File: src/rtl/arb_matrix_ctrl.sv
// Lock-and-hold controller for an external combinational matrix arbiter.
// Captures one grant, holds it until the granted requester's last beat transfers, then demotes it.
module arb_matrix_ctrl #(
    parameter int unsigned WIDTH = 4
) (
    input  logic                     clk,
    input  logic                     rst,
    input  logic [WIDTH-1:0]         v_req,
    input  logic [WIDTH-1:0]         v_last,
    input  logic                     gnt_ready,
    output logic [WIDTH-1:0]         vv_matrix [WIDTH],
    output logic [WIDTH-1:0]         v_vld,
    input  logic [WIDTH-1:0]         v_grant,
    output logic [WIDTH-1:0]         v_grant_q,
    output logic                     grant_valid,
    output logic [$clog2(WIDTH)-1:0] grant_idx
);

    localparam int unsigned IDX_W = $clog2(WIDTH);

    typedef enum logic {
        IDLE = 1'b0,
        BUSY = 1'b1
    } state_t;

    state_t             state_q, state_d;
    logic [WIDTH-1:0]   gnt_q, gnt_d;
    logic [IDX_W-1:0]   idx_q, idx_d;
    logic [WIDTH-1:0]   matrix_q [WIDTH];
    logic [WIDTH-1:0]   matrix_d [WIDTH];
    logic [IDX_W-1:0]   grant_enc;
    logic               last_xfer;

    // One-hot to binary index of the arbiter's grant.
    always_comb begin
        grant_enc = '0;
        for (int unsigned i = 0; i < WIDTH; i++) begin
            if (v_grant[i]) begin
                grant_enc = IDX_W'(i);
            end
        end
    end

    // Only the locked requester's last flag can end the transfer.
    assign last_xfer = gnt_ready && (|(v_last & gnt_q));

    always_comb begin
        state_d  = state_q;
        gnt_d    = gnt_q;
        idx_d    = idx_q;
        matrix_d = matrix_q;
        v_vld    = '0;
        case (state_q)
            IDLE: begin
                v_vld = v_req;
                gnt_d = '0;
                idx_d = '0;
                if ((|v_req) && (|v_grant)) begin
                    gnt_d   = v_grant;
                    idx_d   = grant_enc;
                    state_d = BUSY;
                end
            end
            BUSY: begin
                if (last_xfer) begin
                    state_d = IDLE;
                    gnt_d   = '0;
                    idx_d   = '0;
                    // Winner blocks by everyone; nobody is blocked by it any more.
                    for (int unsigned i = 0; i < WIDTH; i++) begin
                        if (gnt_q[i]) begin
                            matrix_d[i] = ~(WIDTH'(1) << i);
                        end else begin
                            matrix_d[i] = matrix_q[i] & ~gnt_q;
                        end
                    end
                end
            end
            default: state_d = IDLE;
        endcase
    end

    always_ff @(posedge clk) begin
        if (rst) begin
            state_q <= IDLE;
            gnt_q   <= '0;
            idx_q   <= '0;
            for (int unsigned i = 0; i < WIDTH; i++) begin
                matrix_q[i] <= (WIDTH'(1) << i) - WIDTH'(1);
            end
        end else begin
            state_q  <= state_d;
            gnt_q    <= gnt_d;
            idx_q    <= idx_d;
            matrix_q <= matrix_d;
        end
    end

    assign vv_matrix   = matrix_q;
    assign v_grant_q   = gnt_q;
    assign grant_idx   = idx_q;
    assign grant_valid = (state_q == BUSY);

endmodule

File: config.mk
export PLATFORM = sky130hd
export DESIGN_NAME = arb_matrix_ctrl
export DESIGN_NICKNAME = d
export VERILOG_FILES = /design/src/rtl/arb_matrix_ctrl.sv
export SDC_FILE = /design/constraint.sdc
export NUM_CORES = 1
export LEC_CHECK = 0
export ABC_AREA = 1
export BUFFER_PORTS_ARGS = -buffer_cell sky130_fd_sc_hd__buf_2
export CORE_ASPECT_RATIO = 1.2
export CORE_UTILIZATION = 42
export DETAILED_ROUTE_END_ITERATION = 10
export PLACE_DENSITY_LB_ADDON = 0.12
export SYNTH_ARGS = -nofsm -noshare
export SYNTH_HDL_FRONTEND = slang
export SYNTH_SLANG_ARGS = --single-unit
File: constraint.sdc
create_clock -name clk -period 1.05 [get_ports clk]
set_input_delay 0.0525 -clock clk [delete_from_list [all_inputs] [get_ports clk]]
set_output_delay 0.0525 -clock clk [all_outputs]
set_load 0.02 [all_outputs]
Word level (Yosys, flattened, before mapping)

Index checks and enable logic that the tools add are counted.
W data, S select, Z words.

Flip-flop bits (word level): 23
Input port bits: 15
Output and inout bits: 27
Logic and storage cells: 38

Eq/ne operators: 1
Mux-type cells: 17
Bitwise gates (word level): 7
Reductions and logical operators: 6

Operator list:

| kind                 | count |
|---|---|
| $mux W4              | 7 |
| $and A4 B4 Y4        | 5 |
| $reduce_or A4 Y1     | 3 |
| $mux W2              | 4 |
| $pmux W4 S2          | 1 |
| $not A4 Y4           | 1 |
| $pmux W2 S2          | 1 |
| $mux W1              | 3 |
| $logic_and A1 B1 Y1  | 2 |
| $ne A2 B1 Y1 const B | 1 |
| $pmux W1 S2          | 1 |
| $reduce_and A2 Y1    | 1 |
| $not A1 Y1           | 1 |

Depth between registers and ports, before layout

Depth in word-level cells: 5
Mapped depth: 8
Mapped depth without buffers: 8

Least setup slack after synthesis

No wires, ideal clock.

Path type: register to register
Start point: register gnt_q[1], in the netlist v_grant_q[1]
End point: register matrix_q, in the netlist vv_matrix[12]
Library setup time: 0.114 ns
Arrival time: 1.052 ns
Data required time: 0.936 ns
Slack: -0.116 ns
Cell stages (with the launch flop): 8
Buffers on the path: 0
Period minus slack after synthesis: 1.166 ns
Cell sequence: dfxtp_1 > nand2_1 > nand2_1 > inv_2 > nand2_8 > nand3_4 > o21bai_1 > inv_1

Cells in the longest elaborated chain, start to end: 4

Ends and longest elaborated chain:

| what                          | line | text |
|---|---|---|
| start, declared               | 27   | `logic [WIDTH-1:0] gnt_q, gnt_d;` |
| start signal, assigned        | 93   | `gnt_q <= gnt_d;` |
| $and A4 B4 Y4                 | 45   | `assign last_xfer = gnt_ready && (\|(v_last & gnt_q));` |
| $reduce_or A4 Y1              | 45   |  |
| $logic_and A1 B1 Y1           | 45   |  |
| $reduce_and A2 Y1 (no line)   | n/a  |  |
| end signal, assigned by index | 89   | `matrix_q[i] <= (WIDTH'(1) << i) - WIDTH'(1);` |
| end signal, assigned          | 95   | `matrix_q <= matrix_d;` |
| end, declared                 | 29   | `logic [WIDTH-1:0] matrix_q [WIDTH];` |

Every way passes these cells.
A chain may end at the register's enable or synchronous reset.

Worst setup path in the final report

Start point: register state_q, in the netlist grant_valid
End point: output port v_vld[0]

Cells in the longest elaborated chain, start to end: 1

Ends and longest elaborated chain:

| what                   | line | text |
|---|---|---|
| start, declared        | 26   | `state_t state_q, state_d;` |
| start signal, assigned | 92   | `state_q <= state_d;` |
| $mux W4                | 53   | `case (state_q)` |
| end, declared          | 12   | `output logic [WIDTH-1:0] v_vld,` |

Every way passes these cells.

==> impl_metrics.env <==
export IMPL_grt_total_usage_pct=18.40
export IMPL_hold_class="in -> reg"
export IMPL_syn_area_um2=1012
export IMPL_max_cap_viol_count=0
export IMPL_core_um2=2282
export IMPL_r2r_cells=4
export IMPL_whs_path_depth=3
export IMPL_post_route_drc_count=0
export IMPL_rsz0062_at_grt="true"
export IMPL_violations="setup timing"
export IMPL_cts_htree_levels=1
export IMPL_final_cells=210
export IMPL_synth_most_common_cell="nand2_1"
export IMPL_finalCritPeriodShare_pct=100.7
export IMPL_synth_nets=143
export IMPL_num_rows=19
export IMPL_end_kind="output pin"
export IMPL_final_nets=195
export IMPL_async_reset_ff_share_pct=0
export IMPL_setup_violations=3
export IMPL_seq_area_frac_synth_pct=45.49
export IMPL_yosys_area_top_type_share_pct=45.49
export IMPL_port_buffers=41
export IMPL_cts_made_buffers=3
export IMPL_power_leakage_nw=0.7493
export IMPL_grt_start_max_net_pins=17
export IMPL_cts_sinks=23
export IMPL_ys_types=20
export IMPL_dp_slack_ns=0.02871
export IMPL_io_pins=42
export IMPL_drv_slew=0
export IMPL_ant_nets=0
export IMPL_routed_wl_mm=2.284
export IMPL_place_hpwl_mm=1.751
export IMPL_wire_per_inst_um=10.88
export IMPL_crit_top_cell="buf_6"
export IMPL_fmax_mhz=946.1
export IMPL_reg2reg_to="v_grant_q[3]"
export IMPL_yosysWarnings=0
export IMPL_dpl_cell_area_um2=1300
export IMPL_nFillCells=224
export IMPL_tightest_slew_ns=0.3089
export IMPL_cpPeakStageDelay_ns=0.37
export IMPL_cts_clk_slew_worst_paths_ns=0.12
export IMPL_timing_rr_start="grant_valid"
export IMPL_max_vdd_ir_drop_mv=0.8633
export IMPL_dpl_cell_count=202
export IMPL_startpoint_type="flip-flop"
export IMPL_synth_edff_count=0
export IMPL_slowest_stage="dfxtp_4"
export IMPL_clk_latency_ns=0.29
export IMPL_synth_seq_cells=23
export IMPL_antenna_found_initial=0
export IMPL_drt_pre_antenna_iters=4
export IMPL_tritoncts="yes"
export IMPL_period_needed_ns=1.057
export IMPL_die_area_um2=2611
export IMPL_synth_area_leaders="dfxtp_1 (45%), nand2_1 (10%), nand3_1 (9.9%)"
export IMPL_worstSetupPathType="reg -> out"
export IMPL_area_delta_synth_final_pct=48.21
export IMPL_cp_cell_sequence="buf_6 -> nor2_4 -> buf_6"
export IMPL_cp_max_fo=6
export IMPL_holdPathEnd="v_grant_q[0]"
export IMPL_min_delay_start="v_grant[0]"
export IMPL_setup_tns_final_ns=-0.01365
export IMPL_worstPathRequired_ns=1.00
export IMPL_gr_total_overflow=0
export IMPL_layout_drive_gt1_share_pct=48.60
export IMPL_die_w_um=46.82
export IMPL_critPathArrivalTime_ns=1.00
export IMPL_gp_congestion=0.7695
export IMPL_die_y_um=55.78
export IMPL_fin_skew_ns=0.002586
export IMPL_synth_area_leader_cell="dfxtp_1"
export IMPL_cts_buffer_depth=2
export IMPL_ys_flop_type="dfxtp_1"
export IMPL_start_util_pct=44.35
export IMPL_vias=1027
export IMPL_grt_pass1_wl_mm=3.636
export IMPL_status="finished with violations"
export IMPL_routed_via_density=4.890
export IMPL_synth_top_cells_by_count="nand2_1 (27), dfxtp_1 (23), nand3_1 (20)"
export IMPL_syn_avg_cell_area_um2=7.908
export IMPL_grt_pass1_vias=863
export IMPL_n_antenna_cell=0
export IMPL_syn_instance_count=128
export IMPL_drtIter0Drc=12
export IMPL_power_density_nw_per_um2=1210
export IMPL_fin_area_um2=1500
export IMPL_fin_ws_ns=-0.006982
export IMPL_rrSetupSlack_ns=0.01
export IMPL_holdWs_ns=0.03596
export IMPL_final_hold_viol_count=0
export IMPL_ctsRootBufferMaster="clkbuf_4"
export IMPL_max_slew_margin_pct=79.41
[registers in the layout, indices dropped and copies added, names as in the netlist]
name         cells
vv_matrix       16
v_grant_q        4
grant_idx        2
grant_valid      1
[metrics by stage]
stage	power [mW]	utilization (%)
floorplan	1.209	-
global placement	1.335	56.96
detailed placement	1.339	56.96
CTS	1.775	60.96
global route	1.934	65.73
finish	1.816	65.73
[report_power, final]
| group | leakage (nW) | switching (mW) | internal [mW] |
|---|---|---|---|
| combinational | 0.542 | 0.294 | 0.204 |
| sequential | 0.189 | 0.0188 | 0.909 |
| clock | 0.0177 | 0.249 | 0.142 |
[final cells by class]
type | count | area (um2) | share of cell area, %
multi-input cells | 83 | 553.0 | 36.86
flip-flops and latches | 23 | 469.2 | 31.28
repair buffers | 52 | 339.1 | 22.60
inverters | 17 | 72.57 | 4.837
well taps | 31 | 38.79 | 2.585
clock buffers | 3 | 22.52 | 1.501
clock inverters | 1 | 5.005 | 0.3336
[metal layers]
metal / GRT usage [%] / up-vias / wire length (um)
met1: 21.22 / 464 / 912
li1: - / 526 / -
met2: 34.13 / 35 / 1250
met5: 0 / - / 0
met3: 2.273 / 2 / 109
met4: 3.673 / 0 / 12
[repair_timing]
action | in CTS | in global routing
hold buffers | 1 | 0
resized for setup | 12 | 27
setup buffers | 2 | 1
pin swaps | 3 | 8
endpoints found under the hold margin | 6 | 0
setup endpoints to repair | 5 | 23
[worst max-delay path, delay by kind of cell (launching register included)]
kind / cells / cell delay, ns
DFF: 1 / 0.37
buffers and inverters: 2 / 0.26
and+or+nand+nor: 1 / 0.08
[worst max path at each step]
stage / start / end
2_1_floorplan: v_grant_q[1] / vv_matrix[12]
3_3_place_gp: v_grant_q[2] / vv_matrix[11]
3_5_place_dp: v_grant_q[2] / vv_matrix[11]
4_1_cts: grant_valid / v_vld[3]
5_1_grt: grant_valid / v_vld[0]
6_report: grant_valid / v_vld[0]
[kinds of logic (layout without fill, tap and decap cells)]
kind of cell	count (synthesis)	after routing	share of synthesized area [%]
DFF	23	23	45.49
and+or+nand+nor	71	71	38.20
buffers and inverters	22	73	9.147
AOI/OAI and AO/OA	12	12	7.168
[cells in the final DEF (no fill, tap or decap), drive strengths merged, types with 3 or more instances in the layout]
cell and count:
clkbuf 3, a21o 3, nand2 29, nand4 10
inv 16, nand3 22, buf 51, nor2 9
a21oi 7, dfxtp 23
(Power assumes the default switching activity.)
